`config.mk`:
```
export PLATFORM = sky130hd
export DESIGN_NAME = decoder
export DESIGN_NICKNAME = d
export VERILOG_FILES = /design/src/rtl/decoder.sv
export SDC_FILE = /design/constraint.sdc
export NUM_CORES = 1
export LEC_CHECK = 0
export CAP_MARGIN = 30
export CORE_MARGIN = 4
export CORE_UTILIZATION = 53
export CTS_CLUSTER_SIZE = 40
export DETAILED_ROUTE_END_ITERATION = 6
export GPL_ROUTABILITY_DRIVEN = 1
export PLACE_DENSITY = 0.72
export REMOVE_ABC_BUFFERS = 1
export SLEW_MARGIN = 20
export SYNTH_ARGS = -nofsm -noshare
export SYNTH_HDL_FRONTEND = slang
export SYNTH_SLANG_ARGS = --single-unit
```
`constraint.sdc`:
```
create_clock -name clk -period 15.6 [get_ports clk]
set_input_delay 4.68 -clock clk [delete_from_list [all_inputs] [get_ports clk]]
set_output_delay 4.68 -clock clk [all_outputs]
set_load 0.05 [all_outputs]
```
`src/rtl/decoder.sv`:
```
// decoder: latent-to-pixel stage of the VAE datapath.
// Nine neurons y_i = sigmoid(W1[i]*a1 + W2[i]*a2 + B[i]) are evaluated one at a
// time on one shared multiplier. Each probability is streamed on p_valid/p_idx/p_out.
// Each result is also thresholded into a 9-bit image, which is presented on `out`
// at DONE.
// Optional feature macro: DECODER_SAT_EN. When it is defined, the pre-activation
// sum is clamped to the 16-bit signed range. When it is undefined, the sum wraps.
module decoder #(
  parameter int                         WIDTH  = 16,
  parameter int                         FRAC   = 12,
  parameter int                         N_OUT  = 9,
  parameter logic [WIDTH-1:0]           THRESH = 16'h0800,
  parameter logic [N_OUT*WIDTH-1:0]     W1_VEC = {16'h0A00, 16'hF400, 16'h1400, 16'h0600, 16'hEC00,
                                                  16'h1000, 16'hF800, 16'h0C00, 16'h1800},
  parameter logic [N_OUT*WIDTH-1:0]     W2_VEC = {16'hF000, 16'h0800, 16'h1200, 16'hE400, 16'h0400,
                                                  16'h1C00, 16'hFA00, 16'h0E00, 16'hF200},
  parameter logic [N_OUT*WIDTH-1:0]     B_VEC  = {16'h0100, 16'hFF00, 16'h0000, 16'h0200, 16'hFE00,
                                                  16'h0080, 16'h0000, 16'hFF80, 16'h0040}
) (
  input  logic             clk,
  input  logic             rst,
  input  logic             start,
  input  logic [WIDTH-1:0] a1,
  input  logic [WIDTH-1:0] a2,
  output logic             busy,
  output logic             done,
  output logic [N_OUT-1:0] out,
  output logic             p_valid,
  output logic [3:0]       p_idx,
  output logic [WIDTH-1:0] p_out
);

  typedef enum logic [2:0] {S_IDLE, S_MUL1, S_MUL2, S_ACT, S_DONE} state_e;

  localparam int SW = 2 * WIDTH + 1;  // width of the product sum before scaling

  // Unpacked views of the trained weight/bias vectors, indexed by neuron.
  logic signed [WIDTH-1:0] w1_arr [N_OUT];
  logic signed [WIDTH-1:0] w2_arr [N_OUT];
  logic signed [WIDTH-1:0] b_arr  [N_OUT];

  for (genvar i = 0; i < N_OUT; i++) begin : g_unpack
    assign w1_arr[i] = W1_VEC[WIDTH*i +: WIDTH];
    assign w2_arr[i] = W2_VEC[WIDTH*i +: WIDTH];
    assign b_arr[i]  = B_VEC[WIDTH*i +: WIDTH];
  end

  state_e                    state_q, state_d;
  logic [3:0]                idx_q, idx_d;
  logic signed [WIDTH-1:0]   a1_q, a1_d, a2_q, a2_d;
  logic signed [2*WIDTH-1:0] p1_q, p1_d, p2_q, p2_d;
  logic [N_OUT-1:0]          pix_q, pix_d, out_q, out_d;
  logic                      p_valid_q, p_valid_d;
  logic [3:0]                p_idx_q, p_idx_d;
  logic [WIDTH-1:0]          p_out_q, p_out_d;

  logic signed [WIDTH-1:0]   mul_a, mul_b;
  logic signed [2*WIDTH-1:0] mul_p;
  logic signed [SW-1:0]      sum_w, s_w;
  logic signed [WIDTH-1:0]   x_w;
  logic [WIDTH-1:0]          y_w;

  // Piecewise-linear (PLAN) sigmoid, evaluated on |x| and then mirrored for negative x.
  // The breakpoints assume a Q3.12 encoding.
  function automatic logic [WIDTH-1:0] sigmoid_plan(input logic signed [WIDTH-1:0] x);
    logic [WIDTH-1:0] m;
    logic [WIDTH-1:0] y;
    if (x == 16'sh8000)  m = 16'h7FFF;
    else if (x[WIDTH-1]) m = WIDTH'(-x);
    else                 m = x;
    if (m >= 16'h5000)      y = 16'h1000;
    else if (m >= 16'h2600) y = (m >> 5) + 16'h0D80;
    else if (m >= 16'h1000) y = (m >> 3) + 16'h0A00;
    else                    y = (m >> 2) + 16'h0800;
    if (x[WIDTH-1]) y = 16'h1000 - y;
    return y;
  endfunction

  // Shared multiplier: a1*W1[idx] in MUL1, a2*W2[idx] in MUL2.
  always_comb begin
    mul_a = a1_q;
    mul_b = w1_arr[idx_q];
    if (state_q == S_MUL2) begin
      mul_a = a2_q;
      mul_b = w2_arr[idx_q];
    end
    mul_p = (2*WIDTH)'(mul_a) * (2*WIDTH)'(mul_b);
  end

  // Pre-activation: floor-scale the product sum, add the bias, then reduce to 16 bits.
  always_comb begin
    sum_w = SW'(p1_q) + SW'(p2_q);
    s_w   = (sum_w >>> FRAC) + SW'(b_arr[idx_q]);
`ifdef DECODER_SAT_EN
    if (s_w > SW'(32767))       x_w = 16'sh7FFF;
    else if (s_w < -SW'(32768)) x_w = 16'sh8000;
    else                        x_w = s_w[WIDTH-1:0];
`else
    x_w = s_w[WIDTH-1:0];
`endif
    y_w = sigmoid_plan(x_w);
  end

`ifndef DECODER_SAT_EN
  // In wrap mode the bits above the result width are intentionally dropped.
  logic unused_s_hi;
  assign unused_s_hi = ^s_w[SW-1:WIDTH];
`endif

  // Next-state and datapath updates for the sequencing FSM.
  always_comb begin
    // NOTE: every combinational output gets a default first so no path can infer a latch.
    state_d   = state_q;
    idx_d     = idx_q;
    a1_d      = a1_q;
    a2_d      = a2_q;
    p1_d      = p1_q;
    p2_d      = p2_q;
    pix_d     = pix_q;
    out_d     = out_q;
    p_valid_d = 1'b0;
    p_idx_d   = p_idx_q;
    p_out_d   = p_out_q;
    case (state_q)
      S_IDLE: begin
        if (start) begin
          a1_d    = a1;
          a2_d    = a2;
          idx_d   = '0;
          state_d = S_MUL1;
        end
      end
      S_MUL1: begin
        p1_d    = mul_p;
        state_d = S_MUL2;
      end
      S_MUL2: begin
        p2_d    = mul_p;
        state_d = S_ACT;
      end
      S_ACT: begin
        p_out_d      = y_w;
        p_idx_d      = idx_q;
        p_valid_d    = 1'b1;
        pix_d[idx_q] = (y_w >= THRESH);
        if (idx_q == 4'(N_OUT-1)) begin
          out_d   = pix_d;
          state_d = S_DONE;
        end else begin
          idx_d   = idx_q + 4'd1;
          state_d = S_MUL1;
        end
      end
      S_DONE:  state_d = S_IDLE;
      default: state_d = S_IDLE;
    endcase
  end

  // State and datapath registers, all cleared by the asynchronous reset.
  always_ff @(posedge clk or posedge rst) begin
    // NOTE: sequential state uses non-blocking assignments so every flop samples pre-edge values.
    if (rst) begin
      state_q   <= S_IDLE;
      idx_q     <= '0;
      a1_q      <= '0;
      a2_q      <= '0;
      p1_q      <= '0;
      p2_q      <= '0;
      pix_q     <= '0;
      out_q     <= '0;
      p_valid_q <= 1'b0;
      p_idx_q   <= '0;
      p_out_q   <= '0;
    end else begin
      state_q   <= state_d;
      idx_q     <= idx_d;
      a1_q      <= a1_d;
      a2_q      <= a2_d;
      p1_q      <= p1_d;
      p2_q      <= p2_d;
      pix_q     <= pix_d;
      out_q     <= out_d;
      p_valid_q <= p_valid_d;
      p_idx_q   <= p_idx_d;
      p_out_q   <= p_out_d;
    end
  end

  assign busy    = (state_q == S_MUL1) || (state_q == S_MUL2) || (state_q == S_ACT);
  assign done    = (state_q == S_DONE);
  assign out     = out_q;
  assign p_valid = p_valid_q;
  assign p_idx   = p_idx_q;
  assign p_out   = p_out_q;

endmodule

```
==> flow_summary.ini, run 1 <==
[status]
status = finished, final reports clean

[placement]
post-dp-hpwl_um = 19300
gp_congestion = 0.881
place_inst = 1531
placed_area_um2 = 12100
portBuffers = 66

[global_route]
gr-total-overflow = 0
grt_usage = 0.218
antenna_found_initial = 0
grt_pass1_vias = 8961
grt_pass1_wl_um = 43100
grt_max_degree = 69

[route]
wl_met3_um = 745
routed.top_layer = met4
detail_route.first_pass.iterations = 5
first_iter_violations = 479
wl_met2_um = 12900
drtAntennaViolNets = 0
drc = 0
postRouteWirelength_um = 24800
num_vias = 8876
viasPerCell = 5.68
wl_met1_um = 10800
wl_per_cell_um = 15.9

[worst_setup_path]
r2r_start = idx_q[0]
crit_cells = 33
crit_path_max_incr_delay_ns = 0.55
r2r_cells = 33
critPathBufInv = 6
cp-end-kind = register
crit_arrival_ns = 8.71
crit_start = idx_q[0]
cpMostUsedCell = inv_1
endpoint = p1_q[27]
worstSetupPathType = reg2reg
r2r_slack_ns = 7.18
r2r-end = p1_q[27]
cp-start-kind = register
critPathTopFamily = adder cells
cp_slowest_cell = fa_1
required_ns = 15.88
crit_fanout = 15

[min_path]
min-delay-start = p_out[8]
hp-class = reg2reg

[floorplan]
die_w_um = 153
chipHeight_um = 153
row_count = 52
core_um2 = 20500
start_util = 0.547
dieArea_um2 = 23500
ios = 67

[layout]
area_growth_pct = 13.2
finalNonFillerCells = 1564
finalNetCount = 1494
insertedDiodeCount = 0
drive_above_1_share = 0.107
multi_input_area_um2 = 7770
fillers = 1756
seqCellArea_um2 = 2880
final_area_um2 = 12700

[sta]
fin_crit_ns = 8.42
rsz0062_at_grt = no
fmax_mhz = 119
setup_tns_ns = 0
finClkSkew_ns = 0.00983
finalHoldViolations = 0
worstMarginPinSlew_ns = 0.882
fin_crit_sh = 0.540
finalSetupViolCount = 0
slew_headroom = 0.406
drv_slew = 0

[cts]
postCtsSetupBuffers = 0
cts_buffers = 17
hold_buffers = 0
cts_root_buf = clkbuf_16
cts_tree = yes
clk_path_buf_depth = 2
clk_pin_slew_ns = 0.06
cts_resized = 0
clkLatencyLatePin_ns = 0.42
cts_max_level = 4
cts.sinks = 115

[yosys]
ys_warn_count = 0
synthesis.area_um2 = 11200
synth_async_sr_flop_share = 1.00
synth-seq-area-share = 0.257
yosys_register_bits = 115
syn_avg_cell_area_um2 = 9.08
synth_edf_count = 0
ys.flop_type = dfrtp_1
synth.distinct_cells = 85
synth_cells = 1234

[flow_run]
cap_violations = 0
[layer usage]
layer	vias to the layer above	GRT usage
met5	-	0
met4	0	0.0618
met3	26	0.0356
met2	168	0.388
met1	4326	0.273
li1	4356	-
[worst min path at each step]
stage                           end  slack, ns  cells past startpoint
after floorplan            p2_q[10]       0.45                      2
after global placement    p_out[14]       0.46                      1
after detailed placement  p_out[14]       0.47                      1
after CTS                 p_out[14]       0.48                      1
after global routing      p_out[14]       0.49                      1
final                      p_out[8]       0.48                      2
[Yosys cell counts, types with 7 or more instances]
master / n / share of area
nor2_1: 119 / 0.040
nor3_1: 23 / 0.010
ha_1: 109 / 0.12
o31ai_1: 7 / 0.0047
o21ai_1: 7 / 0.0031
a211oi_1: 7 / 0.0047
nand4_1: 7 / 0.0039
fa_1: 69 / 0.12
and3_1: 7 / 0.0039
or2_2: 18 / 0.010
xnor2_1: 30 / 0.023
nand3_1: 16 / 0.0071
o211ai_1: 7 / 0.0047
mux2_2: 40 / 0.040
o21a_1: 17 / 0.011
a21o_1: 13 / 0.0087
inv_1: 91 / 0.030
a21oi_1: 47 / 0.021
xor2_1: 22 / 0.017
nor2b_1: 13 / 0.0073
o21ai_0: 80 / 0.036
and2_1: 12 / 0.0067
mux2i_1: 26 / 0.023
a31oi_1: 13 / 0.0073
nand2_1: 149 / 0.050
clkbuf_1: 36 / 0.012
or3_1: 8 / 0.0045
mux2_1: 9 / 0.0090
nor4_1: 9 / 0.0050
dfrtp_1: 115 / 0.26
[cell usage in the layout, fill, tap and decap left out, drive strengths merged, types with 49 or more instances in the layout]
master and count:
nand2 149, nor2 119, dfrtp 115, ha 109, inv 96, o21ai 90, fa 69, clkdlybuf4s50 66
a21oi 51, mux2 49
[metrics by stage]
step / setup WS (ns) / utilization / hold WS, ns
global placement: 7.32 / 0.588 / 0.459
detailed placement: 7.30 / 0.590 / 0.467
floorplan: 7.48 / - / 0.450
finish: 7.18 / 0.619 / 0.476
global route: 6.45 / 0.619 / 0.492
CTS: 7.18 / 0.618 / 0.480
[state kept, by name (all words and copies together) (netlist names)]
name     cells
p1_q        19
p2_q        19
a1_q        16
a2_q        16
p_out       16
out          9
pix_q        8
idx_q        4
p_idx        4
state_q      3
p_valid      1
[final cells by class]
cell class / count / share of cell area
well taps: 270 / 0.0266
clock inverters: 14 / 0.0121
multi-input cells: 977 / 0.612
repair buffers: 78 / 0.0610
inverters: 92 / 0.0274
flip-flops and latches: 115 / 0.227
clock buffers: 18 / 0.0338
[tightest hold or removal path: cells and delay by family, from the launching register on]
family	cells	cell delay (ns)
flops	1	0.34
compound gates	1	0.06
simple gates	1	0.04
[cell families after synthesis]
| group | share of synthesized area |
|---|---|
| muxes | 0.0737 |
| DFF | 0.257 |
| buffers and inverters | 0.0521 |
| xor gates and xnor gates | 0.0435 |
| adders and majority gates | 0.245 |
| and+or+nand+nor | 0.174 |
| AOI/OAI and AO/OA | 0.155 |
Power of run 1 is left out: the tool's default activity adds up to more than one toggle a clock period on the data nets, which glitch-free logic cannot reach.
==> inputs of run 2 (changes only) <==
==> constraint.sdc (replaced) <==
create_clock -name clk -period 8.6 [get_ports clk]
set_input_delay 2.58 -clock clk [delete_from_list [all_inputs] [get_ports clk]]
set_output_delay 2.58 -clock clk [all_outputs]
set_load 0.05 [all_outputs]
==> flow_summary.ini, run 2 (synthesized netlist as in run 1, its figures left out) <==
[placement]
post-dp-hpwl_um = 19500
portBuffers = 66
gp_congestion = 0.862

[floorplan]
ios = 67
chipHeight_um = 153
core_um2 = 20500
die_w_um = 153
start_util = 0.547
row_count = 52
dieArea_um2 = 23500

[cts]
cts.sinks = 115
cts_resized = 0
cts_buffers = 17
hold_buffers = 0
cts_max_level = 4
cts_tree = yes
clk_path_buf_depth = 2
clk_pin_slew_ns = 0.06
cts_root_buf = clkbuf_16
clkLatencyLatePin_ns = 0.42
postCtsSetupBuffers = 0

[sta]
fmax_mhz = 127
worstMarginPinSlew_ns = 0.887
slew_headroom = 0.406
drv_slew = 0
fin_crit_sh = 0.916
setup_tns_ns = 0
rsz0062_at_grt = no
finClkSkew_ns = 0.0229
fin_crit_ns = 7.87
finalHoldViolations = 0
finalSetupViolCount = 0

[worst_setup_path]
crit_cells = 33
cp_slowest_cell = fa_1
cp-start-kind = register
critPathBufInv = 6
crit_fanout = 15
crit_arrival_ns = 8.15
worstSetupPathType = reg2reg
cpMostUsedCell = inv_1
critPathTopFamily = adder cells
required_ns = 8.87
crit_path_max_incr_delay_ns = 0.54
r2r_cells = 33
cp-end-kind = register

[route]
postRouteWirelength_um = 25100
drtAntennaViolNets = 0
detail_route.first_pass.iterations = 5
wl_per_cell_um = 16.0
viasPerCell = 5.69
num_vias = 8943
drc = 0
first_iter_violations = 524

[layout]
insertedDiodeCount = 0
postLayoutCoreUtil = 0.622
finalNetCount = 1502
area_growth_pct = 13.8
reg_top3 = p1_q (19), p2_q (19)
drive_above_1_share = 0.114
layout_commonest_cell = nand2_1
layout_common_cells = 149 x nand2_1, 119 x nor2_1, 115 x dfrtp_1

[global_route]
antenna_found_initial = 0
gr-total-overflow = 0
grt_pass1_wl_um = 42800
grt_max_degree = 60
grt_usage = 0.215
grt_pass1_vias = 9079

[flow_run]
cap_violations = 0

[min_path]
holdPathStages = 2
hp-class = reg2reg

[status]
status = finished, final reports clean
## run 2: cell types whose count changed in the layout (fill, tap and decap cells not counted), sizes merged
cell    delta
buf        +8
clkinv     -1
bufinv     +1
clkbuf     -1
## run 2: per-stage QoR
step / worst slack [ns] / hold WS, ns / cells / instance area (µm²)
floorplan: 0.480 / 0.450 / 1184 / 11000
global placement: 0.813 / 0.459 / 1539 / 12100
global route: 0.00663 / 0.496 / 1571 / 12800
finish: 0.726 / 0.477 / 1571 / 12800
CTS: 0.526 / 0.483 / 1571 / 12800
detailed placement: 0.615 / 0.470 / 1540 / 12100
## run 2: worst paths after layout
kind,start,to,slack [ns]
worst max-delay path,idx_q[0],p2_q[27],0.73
worst min-delay path,p_out[10],p_out[10],0.48
worst max register to register,idx_q[0],p2_q[27],0.73
worst min register to register,p_out[10],p_out[10],0.48
max in group asynchronous,rst,p2_q[19],4.73
min in group asynchronous,rst,a1_q[8],2.63
## run 2: area by class of cell
class,count,area (µm²)
Clock buffer,17,425
Clock inverter,14,179
Tap cell,270,338
Timing Repair Buffer,86,818
Multi-Input combinational cell,977,7770
Fill cell,1739,7740
Sequential cell,115,2880
Inverter,92,348
## run 2: per-layer routing
layer / up-vias / share of wire / GRT usage
met2: 194 / 0.51 / 0.377
met3: 40 / 0.034 / 0.0328
met5: - / 0 / 0
met4: 0 / 0.027 / 0.0803
met1: 4348 / 0.43 / 0.270
li1: 4361 / - / -
## run 2: worst reg2reg max path, delay by kind of cell (launching register included)
kind	cells	cell delay [ns]
compound gates	13	2.29
xor+xnor	1	0.15
fa+ha+maj	8	3.57
buf+inv	6	0.54
flops	1	0.50
mux	1	0.07
simple gates	4	0.61
Power of run 2 is left out for the same reason.
==> inputs of run 3 (changes only) <==
--- a/config.mk
+++ b/config.mk
@@ -5,7 +5,7 @@
 export SDC_FILE = /design/constraint.sdc
 export NUM_CORES = 1
 export LEC_CHECK = 0
-export CAP_MARGIN = 30
+export CAP_MARGIN = 10
 export CORE_MARGIN = 4
 export CORE_UTILIZATION = 53
 export CTS_CLUSTER_SIZE = 40
==> flow_summary.ini, run 3 (synthesized netlist as in run 1, its figures left out) <==
[sta]
finClkSkew_ns = 0.0213
fin_crit_sh = 0.913
setup_tns_ns = 0
drv_slew = 0
fin_crit_ns = 7.85
fmax_mhz = 127
slew_headroom = 0.367
worstMarginPinSlew_ns = 0.941
finalSetupViolCount = 0
finalHoldViolations = 0
rsz0062_at_grt = no

[layout]
seqCellArea_um2 = 2880
finalNetCount = 1501
reg_top3 = p1_q (19), p2_q (19)
layout_commonest_cell = nand2_1
insertedDiodeCount = 0
area_growth_pct = 13.7
fillers = 1748
drive_above_1_share = 0.114
multi_input_area_um2 = 7770
layout_common_cells = 148 x nand2_1, 119 x nor2_1, 115 x dfrtp_1

[min_path]
hp-class = reg2reg
min-delay-start = p_out[10]

[floorplan]
ios = 67
die_w_um = 153
start_util = 0.547
row_count = 52
core_um2 = 20500
dieArea_um2 = 23500
chipHeight_um = 153

[route]
detail_route.first_pass.iterations = 5
num_vias = 8932
wl_per_cell_um = 15.8
postRouteWirelength_um = 24800
viasPerCell = 5.69
drtAntennaViolNets = 0
first_iter_violations = 523
drc = 0

[worst_setup_path]
crit_path_max_incr_delay_ns = 0.50
worstSetupPathType = reg2reg
crit_start = p1_q[16]
r2r_start = p1_q[16]
required_ns = 8.89
crit_fanout = 9
cpMostUsedCell = nor2_1
cp-start-kind = register
cp_slowest_cell = or4b_1
crit_arrival_ns = 8.14
cp-end-kind = register

[placement]
post-dp-hpwl_um = 19500
gp_congestion = 0.862
portBuffers = 66

[status]
status = finished, final reports clean

[global_route]
grt_max_degree = 60
gr-total-overflow = 0
grt_usage = 0.213
antenna_found_initial = 0
grt_pass1_vias = 9071
grt_pass1_wl_um = 42500

[cts]
clk_path_buf_depth = 2
postCtsSetupBuffers = 0
cts_max_level = 4
cts_root_buf = clkbuf_16
clkLatencyLatePin_ns = 0.42
hold_buffers = 0
cts_tree = yes
cts_resized = 0
cts_buffers = 17
cts.sinks = 115
clk_pin_slew_ns = 0.06

[flow_run]
cap_violations = 0
## run 3: changes by cell type in the layout (fill, tap and decap cells not counted), sizes merged
cell,before,now
buf,20,19
## run 3: final timing paths
check / to / cells past startpoint / slack, ns
setup / recovery: pix_q[1] / 35 / 0.75
hold / removal: p_out[10] / 2 / 0.48
setup reg to reg: pix_q[1] / 35 / 0.75
hold reg to reg: p_out[10] / 2 / 0.48
max in group asynchronous: p1_q[19] / 3 / 4.73
min in group asynchronous: a1_q[8] / 2 / 2.63
## run 3: final cells by class
cell class	instances	share of cell area
tap	270	0.0265
inverter	92	0.0273
clock buffer	17	0.0334
multi-input combinational	977	0.610
timing repair buffer	85	0.0630
clock inverter	14	0.0140
sequential	115	0.226
## run 3: metal layers
layer	wire (µm)	vias to the layer above	track usage
li1	-	4363	-
met1	10700	4351	0.268
met2	12800	178	0.378
met3	831	40	0.0319
met4	510	0	0.0685
met5	0	-	0
## run 3: worst max-delay path, delay by kind of cell (launching register included)
kind	cells	cell delay (ns)
adders and majority gates	4	1.28
xor gates and xnor gates	1	0.09
buffers and inverters	1	0.15
AOI/OAI and AO/OA	14	3.13
muxes	1	0.31
DFF	1	0.38
and+or+nand+nor	14	2.37
## run 3: through the flow
| stage | utilization | area [µm²] | hold slack, ns | worst slack (ns) | cells |
|---|---|---|---|---|---|
| after detailed placement | 0.592 | 12100 | 0.469 | 0.572 | 1539 |
| final | 0.622 | 12700 | 0.476 | 0.752 | 1570 |
| after global placement | 0.592 | 12100 | 0.459 | 0.813 | 1539 |
| after floorplan | - | 11000 | 0.450 | 0.480 | 1184 |
| after global routing | 0.622 | 12700 | 0.494 | 0.0729 | 1570 |
| after CTS | 0.621 | 12700 | 0.482 | 0.543 | 1570 |
Power of run 3 is left out for the same reason.
